File: src/rtl/cache_arbiter.sv
// Shares one physical-memory port between the I-cache (A) and D-cache (B).
// Build option: define ARB_ROUND_ROBIN_EN to replace fixed B>A priority with last-grant alternation.
//
// state   | meaning
// --------+------------------------------------------------------------
// IDLE    | no transaction; arbitrate pending requests
// GRANT_A | I-cache line read in flight from latched command
// GRANT_B | D-cache line read or writeback in flight from latched command
module cache_arbiter #(
   parameter int ADDR_WIDTH = 32,
   parameter int LINE_WIDTH = 256
) (
   input  logic                  clk,
   input  logic                  reset,

   input  logic                  pmem_read_a,
   input  logic [ADDR_WIDTH-1:0] pmem_address_a,
   output logic [LINE_WIDTH-1:0] pmem_rdata_a,
   output logic                  pmem_resp_a,

   input  logic                  pmem_read_b,
   input  logic                  pmem_write_b,
   input  logic [ADDR_WIDTH-1:0] pmem_address_b,
   input  logic [LINE_WIDTH-1:0] pmem_wdata_b,
   output logic [LINE_WIDTH-1:0] pmem_rdata_b,
   output logic                  pmem_resp_b,

   output logic                  mem_read,
   output logic                  mem_write,
   output logic [ADDR_WIDTH-1:0] mem_address,
   output logic [LINE_WIDTH-1:0] mem_wdata,
   input  logic [LINE_WIDTH-1:0] mem_rdata,
   input  logic                  mem_resp,

   output logic                  arb_busy
);

   typedef enum logic [1:0] {
      IDLE    = 2'd0,
      GRANT_A = 2'd1,
      GRANT_B = 2'd2
   } state_t;

   state_t                  state_q, state_d;
   logic                    rd_q, rd_d;
   logic                    wr_q, wr_d;
   logic [ADDR_WIDTH-1:0]   addr_q, addr_d;
   logic [LINE_WIDTH-1:0]   wdata_q, wdata_d;

   logic                    req_a, req_b;
   logic                    grant_a, grant_b;

`ifdef ARB_ROUND_ROBIN_EN
   localparam logic SIDE_A = 1'b0;
   localparam logic SIDE_B = 1'b1;
   logic                    last_q, last_d;
`endif

   assign req_a = pmem_read_a;
   assign req_b = pmem_read_b | pmem_write_b;

   always_ff @(posedge clk) begin
      if (reset) begin
         state_q <= IDLE;
         rd_q    <= 1'b0;
         wr_q    <= 1'b0;
         addr_q  <= '0;
         wdata_q <= '0;
`ifdef ARB_ROUND_ROBIN_EN
         last_q  <= SIDE_A;
`endif
      end else begin
         state_q <= state_d;
         rd_q    <= rd_d;
         wr_q    <= wr_d;
         addr_q  <= addr_d;
         wdata_q <= wdata_d;
`ifdef ARB_ROUND_ROBIN_EN
         last_q  <= last_d;
`endif
      end
   end

   always_comb begin
      state_d = state_q;
      rd_d    = rd_q;
      wr_d    = wr_q;
      addr_d  = addr_q;
      wdata_d = wdata_q;
      grant_a = 1'b0;
      grant_b = 1'b0;
`ifdef ARB_ROUND_ROBIN_EN
      last_d  = last_q;
`endif

      case (state_q)
         IDLE: begin
`ifdef ARB_ROUND_ROBIN_EN
            if (req_a && req_b) begin
               grant_b = (last_q == SIDE_A);
               grant_a = (last_q == SIDE_B);
            end else begin
               grant_a = req_a;
               grant_b = req_b;
            end
`else
            grant_b = req_b;
            grant_a = req_a & ~req_b;
`endif
            if (grant_b) begin
               state_d = GRANT_B;
               // A simultaneous read+write from the D-cache is a writeback.
               wr_d    = pmem_write_b;
               rd_d    = ~pmem_write_b;
               addr_d  = pmem_address_b;
               wdata_d = pmem_write_b ? pmem_wdata_b : '0;
`ifdef ARB_ROUND_ROBIN_EN
               last_d  = SIDE_B;
`endif
            end else if (grant_a) begin
               state_d = GRANT_A;
               rd_d    = 1'b1;
               wr_d    = 1'b0;
               addr_d  = pmem_address_a;
               wdata_d = '0;
`ifdef ARB_ROUND_ROBIN_EN
               last_d  = SIDE_A;
`endif
            end
         end
         GRANT_A, GRANT_B: begin
            if (mem_resp) state_d = IDLE;
         end
         default: state_d = IDLE;
      endcase
   end

   assign arb_busy    = (state_q != IDLE);

   // Memory side sees only the latched command; idle cycles present zeros.
   assign mem_read    = arb_busy & rd_q;
   assign mem_write   = arb_busy & wr_q;
   assign mem_address = arb_busy ? addr_q  : '0;
   assign mem_wdata   = arb_busy ? wdata_q : '0;

   // A response arriving in the reset cycle belongs to an aborted transaction.
   assign pmem_resp_a  = (state_q == GRANT_A) & mem_resp & ~reset;
   assign pmem_resp_b  = (state_q == GRANT_B) & mem_resp & ~reset;
   assign pmem_rdata_a = pmem_resp_a ? mem_rdata : '0;
   assign pmem_rdata_b = pmem_resp_b ? mem_rdata : '0;

endmodule

File: config.mk
export PLATFORM = sky130hd
export DESIGN_NAME = cache_arbiter
export DESIGN_NICKNAME = d
export VERILOG_FILES = /design/src/rtl/cache_arbiter.sv
export SDC_FILE = /design/constraint.sdc
export NUM_CORES = 1
export LEC_CHECK = 0
export BUFFER_PORTS_ARGS = -buffer_cell sky130_fd_sc_hd__buf_4
export CORE_AREA = 3 3 542 544
export DETAILED_ROUTE_END_ITERATION = 10
export DIE_AREA = 0 0 545 547
export PLACE_DENSITY = 0.3
export SYNTH_ARGS = -nofsm -noshare
export SYNTH_HDL_FRONTEND = slang
export SYNTH_SLANG_ARGS = --single-unit
File: constraint.sdc
create_clock -name clk -period 2.1 [get_ports clk]
set_input_delay 0.525 -clock clk [delete_from_list [all_inputs] [get_ports clk]]
set_output_delay 0.525 -clock clk [all_outputs]
set_load 0.02 [all_outputs]
==> results.ini <==
[critical_path]
worstPathArrival_ns = 2.39
cp_cell_sequence = buf_4 > ha_1 > and3b_4 > buf_12 > buf_16 > and2_2 > buf_4
required_ns = 1.57
crit_type = reg -> out
max_stage_delay_ns = 0.32
crit_family = buffers and inverters
path_buf_inv = 4
cpMostUsedCell = buf_4
cpMaxStageDelayCell = dfxtp_2
worst_setup_path_end_kind = primary output
crit_path_start_kind = flip-flop
critPathMaxFanout = 90

[grt]
grt_remaining_overflow = 0
grt_max_degree = 91
track_usage = 0.142
grt_pass1_vias = 22245
grt_pass1_wl_um = 270000
antenna_found_initial = 99

[routing]
drc = 0
wl_um = 225000
vias_per_cell = 2.95
wl_per_cell_um = 29.4
drtIter0Drc = 1379
firstDrtPassIters = 5
ant_nets = 0
num_vias = 22582

[synth]
synth_top_cell_by_area = dfxtp_1
synth-seq-area-share = 0.362
yosysTopAreaCellShare = 0.362
syn_nets = 2826
avgSynthCellArea_um2 = 7.22
synth-seq-cells = 292
synthTopCellsByArea = dfxtp_1 36%, and2_1 20%, nor2b_1 11%
synthCells = 2241
yosys_warnings = 0
syn-cell-area_um2 = 16200
ys_types = 25

[timing]
slew_violations = 0
worst_clock_skew_ns = 0.0269
relSlewSlack = 0.629
fin_crit_sh = 1.39
period_needed_ns = 2.91
hold_viol = 0
tightest_slew_ns = 0.557
setup_viol = 809
setup_ws_ns = -0.813
setup_tns_ns = -511.95
max_freq_mhz = 343
rsz0062_at_grt = true

[clock_tree]
worstSkewPairLatency_ns = 0.65
path_clk_slew_ns = 0.06
cts_tree = done
root_buffer = clkbuf_16
clock_path_buffers = 3
htree_levels = 2
holdBufCountCts = 0
clkSinkCount = 292
cts_buffers = 46

[placed_design]
place_congestion = 0.877
dp.cells = 7452
port-buffer-count = 1386
dp_hpwl_um = 189000

[worst_hold_path]
hp-class = in -> reg

[pwr]
pwr_density_cell_nw_per_um2 = 595
worst_ir_drop_vdd_mv = 0.488
p_leak_nw = 15.6
finalPower_mw = 21.9

[finish]
nets = 4248
final_cell_mix = 1320 x buf_4, 290 x dfxtp_1, 288 x nand2_1
fillers = 33630
area_growth_pct = 128
drive_above_1_share = 0.564
layout_commonest_cell = buf_4
stdcell_count = 7645

[job]
cap_violations = 0

[die]
rows = 198
die_h_um = 547
io_pins = 1387
initial_core_util = 0.0557
core_um2 = 290000
die_area_um2 = 298000
die_w_um = 545

[outcome]
violations = negative setup slack
status = complete, but fails checks

[report_power, final]
group | internal [mW] | switching (mW)
Clock | 4.61 | 3.25
Sequential | 6.02 | 0.234
Combinational | 3.26 | 4.54
Total | 13.9 | 8.02
[synthesized netlist by cell type (all sizes together)]
library cell,n
o21ai,33
and3b,2
dfxtp,292
o31ai,1
nor2,35
nand3,256
a21oi,259
nor2b,292
buf,55
o31a,1
a211oi,1
clkbuf,172
and2,512
nand2b,1
or3,1
a311oi,32
inv,3
a22oi,1
ha,3
nand2,288
nor3,1
[per-layer routing]
layer / GRT usage / vias up / part of all wire
met5: 0 / - / 0.00096
met4: 0.0641 / 32 / 0.048
met3: 0.0415 / 263 / 0.075
met2: 0.268 / 1142 / 0.53
met1: 0.141 / 10976 / 0.34
li1: - / 10169 / -
[timing repair]
item                                    4_1_cts  5_1_grt
gates cloned                                 24       14
resized for setup                           257      155
setup buffers                                20        5
pin swaps                                    45        5
endpoints found under the setup margin      805     1071
[worst register-to-register path, cell delays in order, from the launching register on]
cell	delay, ns
dfxtp_4	0.36
inv_2	0.08
ha_4	0.26
buf_12	0.22
buf_16	0.21
bufbuf_16	0.30
buf_4	0.11
buf_4	0.17
nand3_1	0.21
a21oi_1	0.20
[stage by stage]
stage               cell area [µm²]  worst slack [ns]  hold slack (ns)   util
CTS                           35900            -0.875           0.0711  0.124
floorplan                     16600           -0.0270            0.427      -
finish                        36800            -0.813            0.156  0.127
detailed placement            32700            -0.556            0.439  0.113
global route                  36800            -0.873            0.107  0.127
global placement              32700            -0.544            0.434  0.113
[worst paths after layout]
check	start	endpoint	slack [ns]	cells after the start
min reg2reg	wdata_q[23]	wdata_q[23]	0.44	2
max	state_q[0]	pmem_rdata_a[84]	-0.81	7
min	pmem_wdata_b[105]	wdata_q[105]	0.16	3
max reg2reg	state_q[1]	wdata_q[98]	-0.06	9
[registers in the layout (all words and copies together), names as in the netlist]
name,cells
wdata_q,256
wr_q,1
addr_q,32
state_q,2
rd_q,1
[area by class of cell]
| type | count | area [µm²] | area share |
|---|---|---|---|
| Clock buffer | 69 | 1360 | 0.0369 |
| Timing Repair Buffer | 1601 | 14300 | 0.389 |
| Sequential cell | 292 | 5850 | 0.159 |
| Multi-Input combinational cell | 1719 | 10100 | 0.275 |
| Clock inverter | 16 | 159 | 0.00431 |
| Tap cell | 3900 | 4880 | 0.133 |
| Antenna cell | 45 | 113 | 0.00306 |
| Inverter | 3 | 11.3 | 0.000306 |
[cell families (layout without fill, tap and decap cells)]
group / Yosys count / after routing / synth area share
compound gates: 328 / 328 / 0.111
fa+ha+maj: 3 / 3 / 0.00232
buf+inv: 230 / 1689 / 0.0580
flops: 292 / 292 / 0.362
other cells: 0 / 45 / 0
simple gates: 1388 / 1388 / 0.468
No activity file was read; power rests on OpenSTA's default activity.
